--- src/rtl/i2c_bus_frontend_pkg.sv ---
// Shared definitions for the I2C bus front end.
// FSM state encodings and the ACK slot index are also used by i2c_periph.
package i2c_bus_frontend_pkg;

  localparam int unsigned STATE_W   = 2;
  localparam int unsigned BIT_IDX_W = 4;
  localparam int unsigned BYTE_W    = 8;

  localparam logic [1:0] ST_IDLE = 2'd0;
  localparam logic [1:0] ST_DATA = 2'd1;
  localparam logic [1:0] ST_ACK  = 2'd2;

  localparam logic [3:0] ACK_SLOT      = 4'd8;
  localparam logic [3:0] LAST_DATA_BIT = 4'd7;

  // Combinational bus events derived from the filtered lines.
  typedef struct packed {
    logic scl_rise;
    logic scl_fall;
    logic start_det;
    logic stop_det;
  } bus_events_t;

endpackage

--- src/rtl/i2c_line_filter.sv ---
// Pad synchroniser plus optional majority-free persistence filter for one line.
// Macro I2C_FRONTEND_GLITCH_FILTER_EN enables the filter; otherwise the
// synchronised level is passed straight through.
// Ports:
//   clk, rst_n  system clock, async active-low reset (line idles at 1)
//   pad         raw pad level
//   filtered    synchronised (and optionally filtered) level
module i2c_line_filter #(
  parameter int unsigned SYNC_STAGES  = 2,
  parameter int unsigned FILTER_DEPTH = 3
) (
  input  logic clk,
  input  logic rst_n,
  input  logic pad,
  output logic filtered
);

  // Elaboration-time parameter range checks.
  if (SYNC_STAGES < 2) begin : g_bad_sync
    $error("i2c_line_filter: SYNC_STAGES must be at least 2");
  end
  if ((FILTER_DEPTH < 1) || (FILTER_DEPTH > 15)) begin : g_bad_depth
    $error("i2c_line_filter: FILTER_DEPTH must be in 1..15");
  end

  logic [SYNC_STAGES-1:0] sync_q;
  logic                   synced;

  // Synchroniser chain, reset to the idle-high bus level.
  always_ff @(posedge clk or negedge rst_n) begin
    if (!rst_n) begin
      sync_q <= '1;
    end else begin
      sync_q <= {sync_q[SYNC_STAGES-2:0], pad};
    end
  end

  assign synced = sync_q[SYNC_STAGES-1];

`ifdef I2C_FRONTEND_GLITCH_FILTER_EN
  localparam int unsigned CNT_W = $clog2(FILTER_DEPTH + 1);

  logic [CNT_W-1:0] cnt_q;
  logic             level_q;

  // Accept a new level only after FILTER_DEPTH consecutive differing samples.
  always_ff @(posedge clk or negedge rst_n) begin
    if (!rst_n) begin
      cnt_q   <= '0;
      level_q <= 1'b1;
    end else if (synced != level_q) begin
      if (cnt_q == CNT_W'(FILTER_DEPTH - 1)) begin
        level_q <= synced;
        cnt_q   <= '0;
      end else begin
        cnt_q <= cnt_q + CNT_W'(1);
      end
    end else begin
      cnt_q <= '0;
    end
  end

  assign filtered = level_q;
`else
  assign filtered = synced;
`endif

endmodule

--- src/rtl/i2c_bus_frontend.sv ---
// Oversampling SCL/SDA front end for i2c_periph.
// Synchronises/deglitches the pads, detects SCL edges, START and STOP,
// tracks the bit position, assembles received bytes and gates the SDA
// pull-low request so SDA only changes while SCL is low.
// Build option: I2C_FRONTEND_GLITCH_FILTER_EN enables the glitch filter.
// Ports:
//   clk, rst_n     system clock, async active-low reset
//   scl_in, sda_in raw pads
//   sda_drive_low  request to pull SDA low
//   sda_oe         pad output enable (drives 0)
//   scl_rise/scl_fall/start_det/stop_det  one-cycle strobes
//   bus_busy       START seen, STOP not yet
//   bit_index      0..7 data bit, 8 ACK slot
//   rx_byte/rx_valid  last received byte and its update strobe
module i2c_bus_frontend
  import i2c_bus_frontend_pkg::*;
#(
  parameter int unsigned SYNC_STAGES  = 2,
  parameter int unsigned FILTER_DEPTH = 3
) (
  input  logic                 clk,
  input  logic                 rst_n,
  input  logic                 scl_in,
  input  logic                 sda_in,
  input  logic                 sda_drive_low,
  output logic                 sda_oe,
  output logic                 scl_rise,
  output logic                 scl_fall,
  output logic                 start_det,
  output logic                 stop_det,
  output logic                 bus_busy,
  output logic [BIT_IDX_W-1:0] bit_index,
  output logic [BYTE_W-1:0]    rx_byte,
  output logic                 rx_valid
);

  logic scl_f;
  logic sda_f;
  logic scl_q;
  logic sda_q;

  i2c_line_filter #(
    .SYNC_STAGES (SYNC_STAGES),
    .FILTER_DEPTH(FILTER_DEPTH)
  ) u_scl_filter (
    .clk     (clk),
    .rst_n   (rst_n),
    .pad     (scl_in),
    .filtered(scl_f)
  );

  i2c_line_filter #(
    .SYNC_STAGES (SYNC_STAGES),
    .FILTER_DEPTH(FILTER_DEPTH)
  ) u_sda_filter (
    .clk     (clk),
    .rst_n   (rst_n),
    .pad     (sda_in),
    .filtered(sda_f)
  );

  // Previous filtered levels for edge detection.
  always_ff @(posedge clk or negedge rst_n) begin
    if (!rst_n) begin
      scl_q <= 1'b1;
      sda_q <= 1'b1;
    end else begin
      scl_q <= scl_f;
      sda_q <= sda_f;
    end
  end

  // START/STOP need SCL high in both samples, so a same-cycle SCL change
  // suppresses them and only the SCL edge is reported.
  bus_events_t ev_c;
  always_comb begin
    ev_c           = '0;
    ev_c.scl_rise  = scl_f & ~scl_q;
    ev_c.scl_fall  = ~scl_f & scl_q;
    ev_c.start_det = scl_f & scl_q & sda_q & ~sda_f;
    ev_c.stop_det  = scl_f & scl_q & ~sda_q & sda_f;
  end

  logic [STATE_W-1:0]   state_q;
  logic [STATE_W-1:0]   state_d;
  logic [BIT_IDX_W-1:0] bit_index_d;
  logic [BYTE_W-2:0]    shift_q;
  logic [BYTE_W-2:0]    shift_d;
  logic                 bit_seen_q;
  logic                 bit_seen_d;
  logic [BYTE_W-1:0]    rx_byte_d;
  logic                 rx_valid_d;
  logic                 bus_busy_d;
  logic                 sda_oe_d;

  // Next-state logic. The shift register keeps the first seven bits; the
  // eighth is taken straight from SDA into rx_byte on the final rise.
  // bit_seen_q gates bit_index so the SCL fall that closes a START (no
  // preceding rise in this bit) does not count as a bit.
  always_comb begin
    state_d     = state_q;
    bit_index_d = bit_index;
    shift_d     = shift_q;
    bit_seen_d  = bit_seen_q;
    rx_byte_d   = rx_byte;
    rx_valid_d  = 1'b0;
    bus_busy_d  = bus_busy;
    sda_oe_d    = sda_oe;

    if (ev_c.start_det) begin
      state_d     = ST_DATA;
      bit_index_d = '0;
      shift_d     = '0;
      bit_seen_d  = 1'b0;
      bus_busy_d  = 1'b1;
    end else if (ev_c.stop_det) begin
      state_d     = ST_IDLE;
      bit_index_d = '0;
      shift_d     = '0;
      bit_seen_d  = 1'b0;
      bus_busy_d  = 1'b0;
    end else begin
      case (state_q)
        ST_IDLE: begin
          bit_index_d = '0;
        end
        ST_DATA: begin
          if (ev_c.scl_rise) begin
            bit_seen_d = 1'b1;
            shift_d    = {shift_q[BYTE_W-3:0], sda_f};
            if (bit_index == LAST_DATA_BIT) begin
              rx_byte_d  = {shift_q, sda_f};
              rx_valid_d = 1'b1;
            end
          end else if (ev_c.scl_fall && bit_seen_q) begin
            bit_seen_d = 1'b0;
            if (bit_index == LAST_DATA_BIT) begin
              state_d     = ST_ACK;
              bit_index_d = ACK_SLOT;
            end else begin
              bit_index_d = bit_index + BIT_IDX_W'(1);
            end
          end
        end
        ST_ACK: begin
          if (ev_c.scl_rise) begin
            bit_seen_d = 1'b1;
          end else if (ev_c.scl_fall && bit_seen_q) begin
            state_d     = ST_DATA;
            bit_index_d = '0;
            bit_seen_d  = 1'b0;
          end
        end
        default: begin
          state_d     = ST_IDLE;
          bit_index_d = '0;
          bit_seen_d  = 1'b0;
          bus_busy_d  = 1'b0;
        end
      endcase
    end

    // SDA may only change while SCL is low; START/STOP/IDLE release it at once.
    if (ev_c.start_det || ev_c.stop_det || (state_q == ST_IDLE)) begin
      sda_oe_d = 1'b0;
    end else if (!scl_f) begin
      sda_oe_d = sda_drive_low & bus_busy;
    end
  end

  // State and output registers.
  always_ff @(posedge clk or negedge rst_n) begin
    if (!rst_n) begin
      state_q    <= ST_IDLE;
      bit_index  <= '0;
      shift_q    <= '0;
      bit_seen_q <= 1'b0;
      rx_byte    <= '0;
      rx_valid   <= 1'b0;
      bus_busy   <= 1'b0;
      sda_oe     <= 1'b0;
      scl_rise   <= 1'b0;
      scl_fall   <= 1'b0;
      start_det  <= 1'b0;
      stop_det   <= 1'b0;
    end else begin
      state_q    <= state_d;
      bit_index  <= bit_index_d;
      shift_q    <= shift_d;
      bit_seen_q <= bit_seen_d;
      rx_byte    <= rx_byte_d;
      rx_valid   <= rx_valid_d;
      bus_busy   <= bus_busy_d;
      sda_oe     <= sda_oe_d;
      scl_rise   <= ev_c.scl_rise;
      scl_fall   <= ev_c.scl_fall;
      start_det  <= ev_c.start_det;
      stop_det   <= ev_c.stop_det;
    end
  end

endmodule

--- config.mk ---
export PLATFORM = sky130hd
export DESIGN_NAME = i2c_bus_frontend
export DESIGN_NICKNAME = d
export VERILOG_FILES = /design/src/rtl/i2c_bus_frontend_pkg.sv /design/src/rtl/i2c_line_filter.sv /design/src/rtl/i2c_bus_frontend.sv
export SDC_FILE = /design/constraint.sdc
export NUM_CORES = 1
export LEC_CHECK = 0
export BUFFER_PORTS_ARGS = -buffer_cell sky130_fd_sc_hd__buf_4
export CORE_ASPECT_RATIO = 1.5
export CORE_MARGIN = 3
export CORE_UTILIZATION = 55
export DETAILED_ROUTE_END_ITERATION = 10
export HOLD_SLACK_MARGIN = 0.15
export PLACE_DENSITY = 0.79
export SYNTH_ARGS = -nofsm -noshare
export SYNTH_HDL_FRONTEND = slang
export SYNTH_HIERARCHICAL = 1
export SYNTH_SLANG_ARGS = --single-unit
export TNS_END_PERCENT = 20
--- constraint.sdc ---
create_clock -name clk -period 2.4 [get_ports clk]
set_clock_uncertainty 0.05 [all_clocks]
set_input_delay 0.24 -clock clk [delete_from_list [all_inputs] [get_ports clk]]
set_output_delay 0.24 -clock clk [all_outputs]
set_load 0.01 [all_outputs]
---- Word level (Yosys, flattened, before mapping) ----
Cells that the tools add are included.
operators by class
  add/subtract/negate cells ............... 1
  eq/ne operators ......................... 12
  mux-type cells .......................... 35
  bitwise logic cells ..................... 14
  reduce and logical (&&, ||, !) cells .... 13
operator list
  operator                                                count
  2-to-1 mux 4 bit                                        7
  2-to-1 mux 7 bit                                        4
  inequality test 4 bit (second input constant)           5
  2-to-1 mux 1 bit                                        14
  2-to-1 mux 2 bit                                        7
  bitwise AND 1 bit                                       8
  case mux 4 bit (2 select lines)                         1
  NOT 1 bit                                               6
  case mux 2 bit (3 select lines)                         1
  AND reduction 6 bit                                     1
  nonzero test 3 bit                                      2
  inequality test 5 x 1 -> 1 bit (second input constant)  1
  AND reduction 5 bit                                     1
  adder 4 x 1 -> 4 bit (second input constant)            1
  == test 4 x 3 -> 1 bit (second input constant)          1
  AND reduction 2 bit                                     2
  AND reduction 4 bit                                     1
  inequality test 3 x 1 -> 1 bit (second input constant)  1
  inequality test 3 bit (second input constant)           1
  OR reduction 3 bit                                      1
  == test 2 x 1 -> 1 bit (second input constant)          1
  == test 2 bit (second input constant)                   1
  zero test 2 bit                                         1
  logical OR 1 bit                                        2
  other kinds (4)                                         4
word-level totals
  register bits after elaboration ......... 35
  word-level logic and storage cells ...... 91

---- Depth between registers and ports, before layout ----
  word-level depth ........................ 8
  mapped depth ............................ 6
  mapped depth without buffers ............ 6

---- Hierarchy ----
Netlist, hierarchy kept.
by module, submodules not included
  module            times used  cells each  area each (µm²)
  i2c_bus_frontend  1           129         1475.2
  i2c_line_filter   2           2           52.6

---- Least setup slack after synthesis ----
OpenSTA, ideal clock, no wires.
  kind .................................... reg2reg
  from .................................... register u_scl_filter.sync_q[1]
  to ...................................... register rx_byte[0]
  setup time .............................. 125 ps
  arrival time ............................ 1484 ps
  data required time ...................... 2225 ps
  slack ................................... 741 ps
  stages on the path, launching flop included .. 7
  path buffers ............................ 2
  clock period less this slack ............ 1659 ps
  cell sequence ........................... dfstp_2 -> buf_6 -> nor2b_4 -> buf_6 -> nand2_8 -> nor2_8 -> mux2_4
RTL lines
  item                    line                     text
  start, declared         i2c_line_filter.sv:26    logic [SYNC_STAGES-1:0] sync_q;
  start signal, assigned  i2c_line_filter.sv:34    sync_q <= {sync_q[SYNC_STAGES-2:0], pad};
  end signal, assigned    i2c_bus_frontend.sv:191  rx_byte <= rx_byte_d;
  end, declared           i2c_bus_frontend.sv:33   output logic [BYTE_W-1:0] rx_byte,

---- Final worst setup path ----
  from .................................... register state_q[1]
  to ...................................... register state_q[0]
between the ends
  longest elaborated chain between the ends .. 4
  elaborated cells between the ends (all ways) .. 13
  those cells by class .................... 8 x eq/ne; 3 x mux; 2 x reduce/logical
RTL lines
  item                                         line                     text
  start, declared                              i2c_bus_frontend.sv:84   logic [STATE_W-1:0] state_q;
  start signal, assigned                       i2c_bus_frontend.sv:187  state_q <= state_d;
  == test 2 bit, or another cell as far along  i2c_bus_frontend.sv:123  case (state_q)
  case mux 2 bit (3 select lines)              i2c_bus_frontend.sv:123
  2-to-1 mux 2 bit                             i2c_bus_frontend.sv:116  end else if (ev_c.stop_det) begin
  2-to-1 mux 2 bit                             i2c_bus_frontend.sv:110  if (ev_c.start_det) begin
Several ways; a longest one is shown, not always the timed one.
A chain may end at the register's enable or synchronous reset.

==> flow_summary.ini <==
[outcome]
status = completed

[floorplan]
dieArea_sq_um = 3570
ioPinCount = 24
rows = 23
core_area_sq_um = 2710
initial_core_util_pct = 58.4
fp.dieH_microns = 71.7
fp.dieW_microns = 49.8

[drt]
dr.pass1.iters = 4
viasPerCell = 5.50
totalWireLength_microns = 3160
drt_iter0_drc = 30
num_vias = 1112
ant_nets = 0
wl_per_cell_microns = 15.6
remaining_drc_errors = 0

[final_layout]
layout_common_cells = 29 x dfrtp_1, 25 x buf_4, 13 x nand2_1
fin_area_sq_um = 1920
areaGrowthSynthToFinish_pct = 21.3
diodes = 0
final_common_cell = dfrtp_1
final_nets = 174
utilization_pct = 70.9
fillCellCount = 216
layout-drive-gt1-share_pct = 32.1

[timing]
whs_ps = 306
finalHoldViolations = 0
finalMaxSlewViolations = 0
setup_violations = 0
rsz0062_at_grt = false
period_share_pct = 84.1
tightest_slew_ps = 533
setup_tns_ps = 0
slew_headroom_pct = 64.5
fmax_mhz = 496
period_minus_slack_ps = 2020

[cts]
cts_tree = yes
cts_resized = 0
cts_buffers = 5
clock_latency_ps = 290
htree_levels = 2
clkSinkCount = 35
clkTransAtPathRegs_ps = 70
cts_root_buffer = clkbuf_8
cts.path.max_buffers = 2

[placement]
io_buffers = 23
dp_hpwl_microns = 2280
place_congestion = 0.829
placed_area_sq_um = 1780

[worst_hold_path]
min_to = sda_oe$_DFFE_PN0P_
hold_path_startpoint = sda_drive_low
worstHoldPathType = input port to register
hold_path_depth = 5

[grt]
grt_pass1_vias = 1164
grt_use_total_pct = 21.2
grt_pass1_wl_microns = 5530
antenna_found_initial = 0
grt_max_degree = 36
grt-ovfl-total = 0

[worst_setup_path]
r2r_start = state_q[1]$_DFFE_PN0P_
critPathMaxFanout = 9
cp.arrival_ps = 2160
crit_path_start_kind = register
crit_required_ps = 2540
reg2reg_depth = 6
r2r_slack_ps = 380
end_kind = register
reg2reg_to = state_q[0]$_DFFE_PN0P_
path_class = register to register

[logic_synthesis]
synth-seq-area-share_pct = 55.9
syn_inst = 133
syn_nets = 143
synth.distinct_cells = 37
netlist_area_sq_um = 1580
ys.flop_type = dfrtp_1
synth_seq_cells = 35
ys_warn_count = 6
synth_area_per_cell_sq_um = 11.9
synth-edff-count = 0
async_reset_ff_share_pct = 100

[run]
cap_violations = 0

[pwr]
irDropWorstVdd_v = 0.000568
powerDensity_nw_per_um2 = 655
power_leakage_nw = 0.925
power by group:
part	internal (mW)	total [mW]	switching, mW
logic	0.0572	0.138	0.0808
registers	0.620	0.648	0.0278
clock network	0.261	0.469	0.208
sequential cells by signal, indices dropped and copies added, names as in the netlist:
name / count
bit_index: 4
bit_seen_q: 1
bus_busy: 1
rx_byte: 8
rx_valid: 1
scl_fall: 1
scl_q: 1
scl_rise: 1
sda_oe: 1
sda_q: 1
shift_q: 7
start_det: 1
state_q: 2
stop_det: 1
u_scl_filter/sync_q: 2
u_sda_filter/sync_q: 2
synth_stat cells (all sizes together), types with 2 or more instances:
library cell  number  area [sq um]
nand2b             4          25.0
nor2b              2          20.0
nand3              8          40.0
nor3               3          15.0
nand4              2          12.5
dfrtp             29           726
buf                3          27.5
a21oi             13          68.8
a31oi              3          18.8
inv                5          18.8
a21o               3          22.5
ha                 5          62.6
dfstp              6           158
o21ai              4          20.0
mux2               9           131
nor2               7          42.5
nand2             14          68.8
cells by family (layout without fill, tap and decap cells):
family,after synthesis,in the layout,synth area share (%)
adders and majority gates,5,5,3.96
buffers and inverters,9,41,3.17
muxes,10,10,8.95
and+or+nand+nor,45,45,16.6
AOI/OAI and AO/OA,29,29,11.4
DFF,35,35,55.9
stage by stage:
step | total power [mW] | setup WS, ps | instances
after floorplan | 0.738 | 741 | 133
after global placement | 0.781 | 556 | 191
after detailed placement | 0.792 | 430 | 191
after CTS | 1.27 | 314 | 202
after global routing | 1.31 | 193 | 202
final | 1.25 | 382 | 202
how the worst max path moves through the flow:
stage	start	endpoint	slack, ps	cells after the start
2_1_floorplan	u_scl_filter/sync_q[1]$_DFF_PN1_	rx_byte[0]$_DFFE_PN0P_	740	6
3_3_place_gp	state_q[1]$_DFFE_PN0P_	state_q[0]$_DFFE_PN0P_	560	6
3_5_place_dp	state_q[1]$_DFFE_PN0P_	state_q[0]$_DFFE_PN0P_	430	6
4_1_cts	state_q[1]$_DFFE_PN0P_	state_q[0]$_DFFE_PN0P_	310	6
5_1_grt	state_q[1]$_DFFE_PN0P_	state_q[0]$_DFFE_PN0P_	190	6
6_report	state_q[1]$_DFFE_PN0P_	state_q[0]$_DFFE_PN0P_	380	6
routing by layer:
layer	routed length [microns]	part of all wire [%]	vias up	global-route usage (%)
li1	-	-	522	-
met4	112	3.5	0	11.7
met5	0	0	-	0
met2	1740	55	31	38.4
met1	1170	37	548	21.0
met3	133	4.2	11	6.44
cell type report:
cell class              count  area [sq um]  area share, %
flip-flops and latches     35           883           46.1
multi-input cells          89           647           33.7
repair buffers             28           218           11.4
clock buffers               7          96.3           5.03
well taps                  37          46.3           2.42
inverters                   5          18.8          0.979
clock inverters             1          7.51          0.392
worst max-delay path: stages, from the launching register on:
cell and delay (ps):
dfrtp_1 420, inv_1 90, ha_1 440, nor2_1 140
a21o_1 230, a31oi_1 290, mux2i_1 270
timing repair:
| item | CTS | global route |
|---|---|---|
| setup buffers | 0 | 0 |
| endpoints found under the hold margin | 31 | 0 |
| hold buffers | 3 | 0 |
No activity file was read; power rests on OpenSTA's default activity.
